### config.mk
export PLATFORM = sky130hd
export DESIGN_NAME = inst_axi_rd_bridge
export DESIGN_NICKNAME = d
export VERILOG_FILES = /design/src/rtl/inst_axi_rd_bridge.sv
export SDC_FILE = /design/constraint.sdc
export NUM_CORES = 1
export LEC_CHECK = 0
export BUFFER_PORTS_ARGS = -buffer_cell sky130_fd_sc_hd__buf_4
export CORE_UTILIZATION = 44
export DETAILED_ROUTE_END_ITERATION = 10
export PLACE_DENSITY = 0.82
export SYNTH_ARGS = -nofsm -noshare
export SYNTH_HDL_FRONTEND = slang
export SYNTH_SLANG_ARGS = --single-unit
### constraint.sdc
create_clock -name clk -period 5.2 [get_ports clk]
set_clock_uncertainty 0.2 [all_clocks]
set_input_delay 1.04 -clock clk [delete_from_list [all_inputs] [get_ports clk]]
set_output_delay 1.04 -clock clk [all_outputs]
set_load 0.05 [all_outputs]
### src/rtl/inst_axi_rd_bridge.sv
// inst_axi_rd_bridge: turns single-beat instruction-fetch reads (req/addr_ok/
// data_ok handshake) into AXI4 AR/R transactions. Only one ID is used, so
// AXI same-ID ordering returns data in issue order without a reorder buffer.
module inst_axi_rd_bridge #(
  parameter logic [3:0] AR_ID = 4'd0,
  parameter int         DEPTH = 2
) (
  input  logic        clk,
  input  logic        resetn,
  input  logic        inst_sram_req,
  input  logic        inst_sram_wr,
  input  logic [1:0]  inst_sram_size,
  input  logic [31:0] inst_sram_addr,
  input  logic [3:0]  inst_sram_wstrb,
  input  logic [31:0] inst_sram_wdata,
  output logic        inst_sram_addr_ok,
  output logic        inst_sram_data_ok,
  output logic [31:0] inst_sram_rdata,
  output logic        inst_bus_err,
  output logic [3:0]  axi_arid_o,
  output logic [3:0]  arid,
  output logic [31:0] araddr,
  output logic [7:0]  arlen,
  output logic [2:0]  arsize,
  output logic [1:0]  arburst,
  output logic [1:0]  arlock,
  output logic [3:0]  arcache,
  output logic [2:0]  arprot,
  output logic        arvalid,
  input  logic        arready,
  input  logic [3:0]  rid,
  input  logic [31:0] rdata,
  input  logic [1:0]  rresp,
  input  logic        rlast,
  input  logic        rvalid,
  output logic        rready
);

  typedef enum logic [0:0] {
    AR_IDLE = 1'b0,
    AR_SEND = 1'b1
  } ar_state_t;

  localparam logic [1:0] DEPTH_C = 2'(DEPTH);

  ar_state_t   state_r;
  ar_state_t   state_s;
  logic [1:0]  cnt_r;
  logic [1:0]  cnt_s;
  logic [31:0] araddr_r;
  logic [1:0]  size_r;
  logic [31:0] rdata_r;
  logic        data_ok_r;
  logic        bus_err_r;
  logic        addr_ok_s;
  logic        arvalid_s;
  logic        rready_s;
  logic        beat_s;
  logic        dec_s;
  logic        unused_s;

  // Write data, strobes and rlast carry no information for single-beat reads.
  assign unused_s = ^{inst_sram_wstrb, inst_sram_wdata, rlast};

  assign rready_s = (cnt_r != 2'd0);
  assign beat_s   = rvalid & rready_s & (rid == AR_ID);
  // Saturating guard keeps the counter from wrapping on a stray extra beat.
  assign dec_s    = data_ok_r & (cnt_r != 2'd0);

  // AR state register.
  always_ff @(posedge clk) begin
    if (!resetn) begin
      state_r <= AR_IDLE;
    end else begin
      state_r <= state_s;
    end
  end

  // AR next-state: leave IDLE on an accepted request, leave SEND on the AR handshake.
  always_comb begin
    state_s = state_r;
    case (state_r)
      AR_IDLE: begin
        if (addr_ok_s) state_s = AR_SEND;
        else           state_s = AR_IDLE;
      end
      AR_SEND: begin
        if (arready) state_s = AR_IDLE;
        else         state_s = AR_SEND;
      end
      default: state_s = AR_IDLE;
    endcase
  end

  // AR outputs: accept only reads in IDLE with room for another outstanding beat.
  always_comb begin
    addr_ok_s = 1'b0;
    arvalid_s = 1'b0;
    case (state_r)
      AR_IDLE: begin
        if (inst_sram_req && !inst_sram_wr && (cnt_r < DEPTH_C)) addr_ok_s = 1'b1;
        else                                                     addr_ok_s = 1'b0;
      end
      AR_SEND: arvalid_s = 1'b1;
      default: begin
        addr_ok_s = 1'b0;
        arvalid_s = 1'b0;
      end
    endcase
  end

  // Outstanding count: accept adds one, data_ok removes one, both cancel out.
  always_comb begin
    cnt_s = cnt_r;
    case ({addr_ok_s, dec_s})
      2'b10:   cnt_s = cnt_r + 2'd1;
      2'b01:   cnt_s = cnt_r - 2'd1;
      default: cnt_s = cnt_r;
    endcase
  end

  // Counter, request latch and returned-data registers.
  always_ff @(posedge clk) begin
    if (!resetn) begin
      cnt_r     <= 2'd0;
      araddr_r  <= 32'd0;
      size_r    <= 2'd0;
      rdata_r   <= 32'd0;
      data_ok_r <= 1'b0;
      bus_err_r <= 1'b0;
    end else begin
      cnt_r     <= cnt_s;
      data_ok_r <= beat_s;
      bus_err_r <= beat_s & (rresp != 2'b00);
      if (addr_ok_s) begin
        araddr_r <= inst_sram_addr;
        size_r   <= inst_sram_size;
      end
      if (beat_s) begin
        rdata_r <= rdata;
      end
    end
  end

  assign inst_sram_addr_ok = addr_ok_s;
  assign inst_sram_data_ok = data_ok_r;
  assign inst_sram_rdata   = rdata_r;
  assign inst_bus_err      = bus_err_r;
  assign axi_arid_o        = AR_ID;
  assign arid              = AR_ID;
  assign araddr            = araddr_r;
  assign arlen             = 8'd0;
  assign arsize            = {1'b0, size_r};
  assign arburst           = 2'b01;
  assign arlock            = 2'b00;
  assign arcache           = 4'b0000;
  assign arprot            = 3'b000;
  assign arvalid           = arvalid_s;
  assign rready            = rready_s;

endmodule

# Yosys cells after proc, flatten, opt, wreduce, memory -nomap -nowiden
# Index checks and enable logic that the tools add are counted.
# word_totals
regBits	71
out_inout_bits	99
wordCells	31
# op_classes
add_sub_neg	2
n_lt_le_gt_ge	1
n_eq_ne	2
mux	7
n_bitwise	5
n_reduce_logical	7
# op_table
operator	n
2-bit nonzero test	3
1-bit 2-to-1 mux	5
1-bit AND	4
4-bit zero test	1
2-bit one-hot mux with 2 select lines	1
2-bit by 1-bit adder with 2-bit output (second input constant)	1
2-bit by 1-bit equality test with 1-bit output (second input constant)	1
2-bit equality test (second input constant)	1
1-bit logical AND	2
2-bit less-than comparator (second input constant)	1
1-bit one-hot mux with 2 select lines	1
2-bit by 1-bit subtractor with 2-bit output (second input constant)	1
1-bit zero test	1
1-bit inverter	1

# Longest topological paths before layout
# Gate-level depths: netlist of run 1.
# depth
word_depth	7
mapped_depth	7

# Worst setup path after synthesis of run 1
# Ideal clock, no wire load.
# synth_timing
path_type	input-to-output
start	input inst_sram_wr
end	output inst_sram_addr_ok
t_arrival_ps	1912
slack_ps	2048
stages	4
path_buffers	2
path_cell_list	or4b_1 > buf_6 > clkinv_4 > buf_8
# synth_via
elab_chain_len	5
# synth_lines
element	line	text
start, declared	11	input logic inst_sram_wr,
1-bit zero test	101	if (inst_sram_req && !inst_sram_wr && (cnt_r < DEPTH_C)) addr_ok_s = 1'b1;
1-bit logical AND (2 in a row)	101	
1-bit 2-to-1 mux	101	
1-bit 2-to-1 mux	99	case (state_r)
end, declared	16	output logic inst_sram_addr_ok,
# Every way passes these cells.

# Worst setup path in the final report of run 1
# Ends and elaborated chain as after synthesis.

==> results of run 1 <==
layout by cell type, fill, tap and decap left out:
cell type	netlist	routed
nand2_1	132	132
o211a_1	1	1
a21boi_0	7	7
dfxtp_1	71	71
clkinv_4	1	2
nand2b_1	1	1
o21ai_0	1	1
clkinv_2	0	1
xnor2_1	2	2
a21boi_2	29	29
ha_1	1	1
or2_2	1	1
clkbuf_8	0	11
conb_1	2	28
bufinv_16	0	3
buf_4	28	149
and2_1	3	3
or3_1	1	1
mux2i_1	32	32
nor3_1	1	1
and4b_2	0	1
or4b_1	1	1
flip-flops by register name (all words and copies together) (netlist names):
register           flops
state_r                1
size_r                 2
araddr                32
cnt_r                  2
inst_sram_data_ok      1
inst_bus_err           1
inst_sram_rdata       32
kinds of logic after synthesis:
| logic type | synth area share, % |
|---|---|
| buffers and inverters | 11.9 |
| and+or+nand+nor | 18.0 |
| DFF | 45.8 |
| AOI/OAI and AO/OA | 12.7 |
| xor gates and xnor gates | 0.565 |
| other | 0.242 |
| adders and majority gates | 0.403 |
| muxes | 10.3 |
power by group through the flow:
stage	Clock, mW	Combinational (mW)	Sequential, mW
3_5_place_dp	0	0.232	0.580
2_1_floorplan	0	0.126	0.629
4_1_cts	0.558	0.233	0.567
6_report	0.549	0.231	0.567
5_1_grt	0.585	0.246	0.569
3_3_place_gp	0	0.229	0.579
area by class of cell:
| class | instances | area (um2) | share of cell area [%] |
|---|---|---|---|
| clock buffers | 11 | 151 | 3.49 |
| clock inverters | 5 | 104 | 2.40 |
| inverters | 1 | 8.76 | 0.202 |
| multi-input cells | 242 | 1410 | 32.5 |
| flip-flops and latches | 71 | 1420 | 32.8 |
| well taps | 96 | 120 | 2.77 |
| repair buffers | 149 | 1120 | 25.8 |
per-layer routing:
metal / wire, um / global-route usage (%) / vias to the layer above
met3: 778 / 8.47 / 9
met4: 103 / 8.18 / 0
li1: - / - / 1294
met2: 3250 / 34.2 / 129
met5: 0 / 0 / -
met1: 2600 / 17.5 / 1162
per-stage QoR:
step	power (mW)	cell area (um2)	setup WS, ns
floorplan	0.755	3200	2.05
global placement	0.808	4080	1.55
detailed placement	0.812	4080	1.55
CTS	1.36	4330	1.55
global route	1.40	4330	1.49
finish	1.35	4330	1.56
worst paths after layout:
kind	from	endpoint	slack, ns
max	inst_sram_wr	inst_sram_addr_ok	1.56
min	inst_sram_rdata[31]$_SDFFE_PN0P_	inst_sram_rdata[31]$_SDFFE_PN0P_	0.26
max reg2reg	cnt_r[1]$_SDFFE_PN0P_	cnt_r[1]$_SDFFE_PN0P_	2.90
min reg2reg	inst_sram_rdata[31]$_SDFFE_PN0P_	inst_sram_rdata[31]$_SDFFE_PN0P_	0.26
tightest hold or removal path, cell delays in order (launching register included):
cell	delay (ns)
dfxtp_1	0.31
nand2_1	0.05
mux2i_1	0.05
==> reports/metrics.yaml, run 1 <==
critical_path:
  critPathMaxStageDelay_ns: 0.46
  crit_type: "input pin to output port"
  cp_num_cells: 5
  slowest_stage: "or4b_1"
  cp_max_fo: 37
  end_kind: "output port"
  worst_r2r_path_depth: 5
  cp-start-kind: "input pin"
  worst-path-buf-inv: 4
  cpLargestDelayFamily: "buffers and inverters"
  worstPathRequired_ns: 3.96
  crit_chain: "buf_4, or4b_1, buf_4, clkinv_4, buf_4"
  crit_top_cell: "buf_4"
  arrival_ns: 2.40
pwr:
  power_frac_comb_pct: 17.2
  pwr-share-seq_pct: 42.1
  switching_power_mw: 0.364
  p_leak_nw: 1.92
  clockPowerShare_pct: 40.8
  irDropWorstVdd_mv: 0.175
  p_int_mw: 0.983
  p_sw_share_pct: 27.0
  p_per_area_nw_per_um2: 311
yosys:
  seq_area_frac_synth_pct: 45.8
  yosysTopAreaCellShare_pct: 45.8
  ys_warn_count: 0
  ys_types: 23
  ys_ff_latch: 71
  synth_area_um2: 3100
  synth_area_leaders: "dfxtp_1 (46%), nand2_1 (16%), a21boi_2 (11%)"
  synth_edf_count: 0
  synth_ff_type: "dfxtp_1"
  synth_common_cells: "nand2_1 (132), dfxtp_1 (71), mux2i_1 (32)"
  yosys.area.top_type: "dfxtp_1"
  yosysMostFrequentCell: "nand2_1"
  postSynthCellCount: 338
  postSynth.asyncResetShare_pct: 0
  synth_area_per_cell_um2: 9.18
sta:
  setup_viol: 0
  fin_tns_setup_ns: 0
  hold_slack_ns: 0.260
  tightest_slew_ns: 0.999
  slew_violations: 0
  finalHoldViolations: 0
  fmaxAchievable_mhz: 275
  slew_headroom_pct: 33.4
  fin_crit_ns: 3.64
  rsz0062_at_grt: "false"
  period_share_pct: 69.9
outcome:
  run_status: "complete, no violations"
clock_tree:
  cts_buffers: 9
  clock_tree.htree_level_count: 3
  path_clk_slew_ns: 0.07
  clock_sinks: 71
  cts_hold_buf: 0
  clk_latency_ns: 0.34
  cts_buffer_depth: 2
  cts-resized-gates: 0
  post_cts.repair.setup_buffers: 0
  root_buffer: "clkbuf_8"
  cts_tree: "yes"
layout:
  fillers: 571
  fin_nets: 590
  drive_gt1_share_pct: 41.1
  final_cells: 575
  area_delta_synth_final_pct: 39.7
  antennaDiodeCount: 0
  final_core_util_pct: 63.8
routing:
  wl_mm: 6.74
  wl_per_cell_um: 11.7
  avgViaCountPerCell: 4.51
  ant_nets: 0
  drt_pass1_iterations: 4
  via_count: 2594
  drt-initial-drc-count: 60
  drc: 0
grt:
  grt_antenna_before_repair: 0
  grt_pass1_wl_mm: 10.6
  overflow: 0
  grt_max_degree: 104
  grt.total_usage_pct: 18.5
  first_global_vias: 2501
floorplan:
  io_pins: 214
  rows: 30
  die-area_um2: 7390
  die_h_um: 86.0
  core_um2: 6790
  die_x_um: 86.0
  start_util_pct: 45.7
place:
  place_inst: 559
  io_buffers: 148
  gp_congestion: 0.709
  hpwl_mm: 4.81
job:
  maxCapViolations: 0
min_path:
  min_path_cells: 2
  hold_class: "register to register"
Power figures use the tool's default switching activity.
==> inputs of run 2 (changes only) <==
--- a/config.mk
+++ b/config.mk
@@ -6,9 +6,9 @@
 export NUM_CORES = 1
 export LEC_CHECK = 0
 export BUFFER_PORTS_ARGS = -buffer_cell sky130_fd_sc_hd__buf_4
-export CORE_UTILIZATION = 44
+export CORE_UTILIZATION = 41
 export DETAILED_ROUTE_END_ITERATION = 10
-export PLACE_DENSITY = 0.82
+export PLACE_DENSITY = 0.77
 export SYNTH_ARGS = -nofsm -noshare
 export SYNTH_HDL_FRONTEND = slang
 export SYNTH_SLANG_ARGS = --single-unit
==> constraint.sdc (replaced) <==
create_clock -name clk -period 3.4 [get_ports clk]
set_clock_uncertainty 0.2 [all_clocks]
set_input_delay 0.68 -clock clk [delete_from_list [all_inputs] [get_ports clk]]
set_output_delay 0.68 -clock clk [all_outputs]
set_load 0.05 [all_outputs]
==> run 2 against run 1 <==
Compared with the run above:
- via count shrank 2.4%
- die area grew 7.1%
- non-clock buffer count grew 2
- worst setup slack lost 0.89 ns
- largest power group unchanged
==> reports/metrics.yaml, run 2 (synthesized netlist as in run 1, its figures left out) <==
routing:
  wl_per_cell_um: 11.1  # -4.9%
  ant_nets: 0  # unchanged
  wl_met1_mm: 2.67  # +2.7%
  top_layer: "met4"
  drt_pass1_iterations: 4  # unchanged
  avgViaCountPerCell: 4.37  # -3.1%
  wl_met2_mm: 2.99  # -8.1%
  wl_mm: 6.45  # -4.3%
  wl_met3_um: 674  # -13%
  via_count: 2531  # -2.4%
  drc: 0  # unchanged
  drt-initial-drc-count: 44  # -27%
grt:
  grt_antenna_before_repair: 0  # unchanged
  grt.total_usage_pct: 16.0  # -2.5 points
  grt_pass1_wl_mm: 9.70  # -8.0%
  overflow: 0  # unchanged
  first_global_vias: 2295  # -8.2%
  grt_max_degree: 104  # unchanged
clock_tree:
  clk_latency_ns: 0.33  # about the same
  cts_hold_buf: 0  # unchanged
  cts_buffers: 9  # unchanged
  post_cts.repair.setup_buffers: 0  # unchanged
  cts-resized-gates: 0  # unchanged
  path_clk_slew_ns: 0.07  # about the same
  cts_tree: "yes"
  clock_sinks: 71  # unchanged
  clock_tree.htree_level_count: 3  # unchanged
  root_buffer: "clkbuf_8"
  cts_buffer_depth: 2  # unchanged
critical_path:
  crit_type: "input pin to output port"
  slowest_stage: "or4b_1"
  critPathMaxStageDelay_ns: 0.75  # +0.29 ns
  cp-start-kind: "input pin"
  arrival_ns: 1.85  # -0.55 ns
  crit_chain: "buf_4, or4b_1, clkinv_4, buf_4"
  end_kind: "output port"
  crit_top_cell: "buf_4"
  worstPathRequired_ns: 2.52  # -1.44 ns
  cp_max_fo: 14  # -62%
sta:
  period_share_pct: 80.2
  setup_viol: 0  # unchanged
  slew_violations: 0  # unchanged
  slew_headroom_pct: 41.1  # +7.8 points
  finalHoldViolations: 0  # unchanged
  fin_crit_ns: 2.73
  rsz0062_at_grt: "false"
  tightest_slew_ns: 0.883  # -0.117 ns
  fin_tns_setup_ns: 0  # unchanged
  hold_slack_ns: 0.255  # -0.00495 ns
  fmaxAchievable_mhz: 367
job:
  maxCapViolations: 0  # unchanged
floorplan:
  rows: 31  # +3.3%
  die-area_um2: 7920  # +7.1%
  io_pins: 214  # unchanged
  core_um2: 7290  # +7.3%
  die_h_um: 89.0  # +3.5%
  start_util_pct: 42.5  # -3.1 points
  die_x_um: 89.0  # +3.5%
place:
  io_buffers: 148  # unchanged
  gp_congestion: 0.686  # -3.2%
  hpwl_mm: 4.53  # -5.8%
layout:
  fillers: 653  # +14%
  antennaDiodeCount: 0  # unchanged
  layout_commonest_cell: "buf_4"
  fin_nets: 592  # +0.34%
  area_delta_synth_final_pct: 40.3
  drive_gt1_share_pct: 41.3  # +0.12 points
  final_cell_mix: "buf_4 (150), nand2_1 (132), dfxtp_1 (71)"
pwr:
  p_per_area_nw_per_um2: 465  # +50%
  irDropWorstVdd_mv: 0.171  # -2.3%
  p_leak_nw: 1.93  # +0.12%
min_path:
  hold_class: "register to register"
outcome:
  run_status: "complete, no violations"
-- run 2: cell count changes in the layout (fill, tap and decap cells not counted), sizes merged --
| cell | before | now |
|---|---|---|
| buf | 149 | 151 |
| clkbuf | 11 | 10 |
| clkinv | 3 | 2 |
| clkinvlp | 0 | 1 |
-- run 2: worst max-delay path: cells and delay by family --
| family | cells | cell delay, ns |
|---|---|---|
| buffers and inverters | 3 | 0.42 |
| AND/OR/NAND/NOR | 1 | 0.75 |
-- run 2: worst paths after layout --
path                                   startpoint                               to  slack (ns)  cells after the start
hold reg to reg   inst_sram_rdata[3]$_SDFFE_PN0P_  inst_sram_rdata[3]$_SDFFE_PN0P_        0.26                      2
setup reg to reg            cnt_r[1]$_SDFFE_PN0P_            cnt_r[1]$_SDFFE_PN0P_        1.03                      4
setup / recovery                     inst_sram_wr                inst_sram_addr_ok        0.67                      4
hold / removal    inst_sram_rdata[3]$_SDFFE_PN0P_  inst_sram_rdata[3]$_SDFFE_PN0P_        0.26                      2
-- run 2: stage by stage --
step	power [mW]	area (um2)	util [%]	instances	setup slack [ns]
floorplan	1.16	3200	-	364	0.858
detailed placement	1.24	4110	56.3	564	0.637
finish	2.02	4350	59.7	579	0.674
global route	2.11	4350	59.7	579	0.618
CTS	2.06	4350	59.7	579	0.662
global placement	1.24	4110	56.3	564	0.626
-- run 2: cell type report --
type                            instances  area [um2]  area share, %
Inverter                                1        8.76          0.201
Tap cell                               99         124           2.85
Clock inverter                          5         106           2.44
Timing Repair Buffer                  151        1150           26.3
Clock buffer                           10         138           3.16
Multi-Input combinational cell        242        1410           32.4
Sequential cell                        71        1420           32.7
-- run 2: report_power, final --
| part | internal, mW | total, mW | switching (mW) |
|---|---|---|---|
| clock | 0.505 | 0.804 | 0.300 |
| combinational | 0.123 | 0.353 | 0.231 |
| sequential | 0.855 | 0.867 | 0.0124 |
-- run 2: metal layers --
| layer | vias up | GRT usage, % |
|---|---|---|
| li1 | 1295 | - |
| met1 | 1108 | 16.5 |
| met2 | 118 | 28.0 |
| met3 | 10 | 6.09 |
| met4 | 0 | 8.95 |
| met5 | - | 0 |
==> inputs of run 3 (changes only) <==
--- a/config.mk
+++ b/config.mk
@@ -6,9 +6,9 @@
 export NUM_CORES = 1
 export LEC_CHECK = 0
 export BUFFER_PORTS_ARGS = -buffer_cell sky130_fd_sc_hd__buf_4
-export CORE_UTILIZATION = 41
+export CORE_UTILIZATION = 37
 export DETAILED_ROUTE_END_ITERATION = 10
-export PLACE_DENSITY = 0.77
+export PLACE_DENSITY = 0.73
 export SYNTH_ARGS = -nofsm -noshare
 export SYNTH_HDL_FRONTEND = slang
 export SYNTH_SLANG_ARGS = --single-unit
==> constraint.sdc (replaced) <==
create_clock -name clk -period 2.48 [get_ports clk]
set_clock_uncertainty 0.2 [all_clocks]
set_input_delay 0.496 -clock clk [delete_from_list [all_inputs] [get_ports clk]]
set_output_delay 0.496 -clock clk [all_outputs]
set_load 0.05 [all_outputs]
==> run 3 against run 2 <==
Compared with the run above:
- critical path depth did not move
- global-route usage fell by 1.2 points
- largest power group unchanged
- combinational power rose by 40%
- first-iteration DRC count fell by 50%
- final cell count rose by 1.7%
- power rose by 28%
- sequential power rose by 37%
- sequential share of layout area did not move
- worst hold slack got worse by 0.057 ns
- worst setup slack got worse by 0.54 ns
==> reports/metrics.yaml, run 3 (synthesized netlist as in run 1, its figures left out) <==
routing:
  drc: 0  # unchanged
  wl_per_cell_um: 11.3  # +1.5%
  avgViaCountPerCell: 4.39  # +0.40%
  drt_pass1_iterations: 4  # unchanged
  wl_mm: 6.65  # +3.2%
  drt-initial-drc-count: 22  # -50%
  via_count: 2585  # +2.1%
  ant_nets: 0  # unchanged
floorplan:
  die_x_um: 93.6  # +5.1%
  rows: 33  # +6.5%
  io_pins: 214  # unchanged
  die-area_um2: 8750  # +11%
  die_h_um: 93.6  # +5.1%
  core_um2: 8180  # +12%
  start_util_pct: 37.9  # -4.6 points
pwr:
  p_int_mw: 1.83  # +24%
  clockPowerShare_pct: 35.3  # -4.4 points
  irDropWorstVdd_mv: 0.278  # +62%
  pwr-share-seq_pct: 45.7  # +2.9 points
  p_leak_nw: 1.93  # about the same
  switching_power_mw: 0.769  # +42%
  p_per_area_nw_per_um2: 598  # +28%
  p_sw_share_pct: 29.5  # +2.7 points
  total_power_mw: 2.60  # +28%
  power_frac_comb_pct: 19.0  # +1.5 points
clock_tree:
  cts_hold_buf: 0  # unchanged
  cts_buffer_depth: 2  # unchanged
  post_cts.repair.setup_buffers: 0  # unchanged
  clock_sinks: 71  # unchanged
  clock_tree.htree_level_count: 3  # unchanged
  clk_latency_ns: 0.33  # about the same
  path_clk_slew_ns: 0.08  # about the same
  cts_buffers: 9  # unchanged
  cts_tree: "yes"
  root_buffer: "clkbuf_8"
  cts-resized-gates: 0  # unchanged
place:
  hpwl_mm: 4.75  # +4.9%
  gp_congestion: 0.681  # -0.70%
  pre_cts_ws_ns: 0.160  # -0.477 ns
  io_buffers: 148  # unchanged
sta:
  period_share_pct: 94.7
  post-route-worst-setup-slack_ns: 0.132  # -0.542 ns
  slew_violations: 0  # unchanged
  fin_crit_ns: 2.35
  rsz0062_at_grt: "false"
  setup_viol: 0  # unchanged
  fin_tns_setup_ns: 0  # unchanged
  finalHoldViolations: 0  # unchanged
  fmaxAchievable_mhz: 426
grt:
  grt_max_degree: 75  # -28%
  grt_pass1_wl_mm: 10.1  # +4.6%
  grtUsageMet3_pct: 4.88  # -1.2 points
  busiest_layer: "met2"
  grt.total_usage_pct: 14.8  # -1.2 points
  use_met1_pct: 15.8  # -0.78 points
  first_global_vias: 2430  # +5.9%
  grt_antenna_before_repair: 0  # unchanged
  grt_use_met2_pct: 26.4  # -1.6 points
  overflow: 0  # unchanged
layout:
  fillers: 756  # +16%
  fin_nets: 595  # +0.51%
  area_delta_synth_final_pct: 40.3  # unchanged
  final_cell_mix: "buf_4 (152), nand2_1 (132), dfxtp_1 (71)"
  antennaDiodeCount: 0  # unchanged
  final_core_util_pct: 53.2  # -6.5 points
  layout_commonest_cell: "buf_4"
  drive_gt1_share_pct: 41.9  # +0.69 points
critical_path:
  r2r_slack_ns: 0.43  # -0.60 ns
  crit_type: "register to output port"
  worst_r2r_path_depth: 4  # unchanged
  rr_endpoint: "cnt_r[1]$_SDFFE_PN0P_"
  cp-start-kind: "register"
  cp_max_fo: 4  # -10
  arrival_ns: 1.65  # -0.20 ns
  worstPathRequired_ns: 1.78  # -0.74 ns
  end_kind: "output port"
  r2r-start: "cnt_r[1]$_SDFFE_PN0P_"
min_path:
  hold_class: "input pin to register"
  min_from: "rresp[0]"
  min_path_cells: 2  # unchanged
  whs_endpoint: "inst_bus_err$_SDFF_PN0_"
job:
  maxCapViolations: 0  # unchanged
outcome:
  run_status: "complete, no violations"
-- run 3: cell types whose count changed in the layout (fill, tap and decap cells not counted), sizes merged --
cell      change
buf           +3
bufinv        -2
clkinv        +2
clkinvlp      +1
-- run 3: final cells by class --
class	count	area (um2)	area share, %
clock buffer	10	138	3.16
clock inverter	6	60.1	1.38
inverter	1	8.76	0.201
multi-input combinational	242	1410	32.5
sequential	71	1420	32.7
tap	105	131	3.02
timing repair buffer	154	1180	27.1
-- run 3: worst max path at each step --
stage	slack (ns)	from	endpoint	depth (start not counted)
3_5_place_dp	0.16	inst_sram_wr	cnt_r[1]$_SDFFE_PN0P_	5
6_report	0.13	cnt_r[1]$_SDFFE_PN0P_	inst_sram_addr_ok	4
3_3_place_gp	0.19	inst_sram_wr	cnt_r[1]$_SDFFE_PN0P_	5
4_1_cts	0.03	cnt_r[1]$_SDFFE_PN0P_	inst_sram_addr_ok	4
5_1_grt	0.08	cnt_r[1]$_SDFFE_PN0P_	inst_sram_addr_ok	4
2_1_floorplan	0.06	state_r$_SDFF_PN0_	cnt_r[1]$_SDFFE_PN0P_	6
-- run 3: layer usage --
layer | part of all wire [%] | routed length (um)
met1 | 42 | 2790
met2 | 47 | 3100
met3 | 10 | 691
met4 | 1.1 | 75
met5 | 0 | 0
-- run 3: power by group through the flow --
stage | logic, mW | clock network, mW | registers, mW
final | 0.493 | 0.919 | 1.19
after global placement | 0.490 | 0 | 1.21
after floorplan | 0.265 | 0 | 1.32
after detailed placement | 0.496 | 0 | 1.22
after global routing | 0.525 | 0.990 | 1.19
after CTS | 0.497 | 0.953 | 1.19
-- run 3: critical path: stages (launching register included) --
cell and delay, ns:
dfxtp_1 0.35, or4b_4 0.58, buf_4 0.17, clkinv_4 0.04, buf_4 0.18
-- run 3: per-stage QoR --
stage                     hold slack [ns]  cell area (um2)  instances
final                               0.198             4350        589
after global routing                0.192             4350        589
after CTS                           0.182             4350        589
after detailed placement            0.248             4150        573
after global placement              0.243             4150        573
after floorplan                     0.267             3200        364
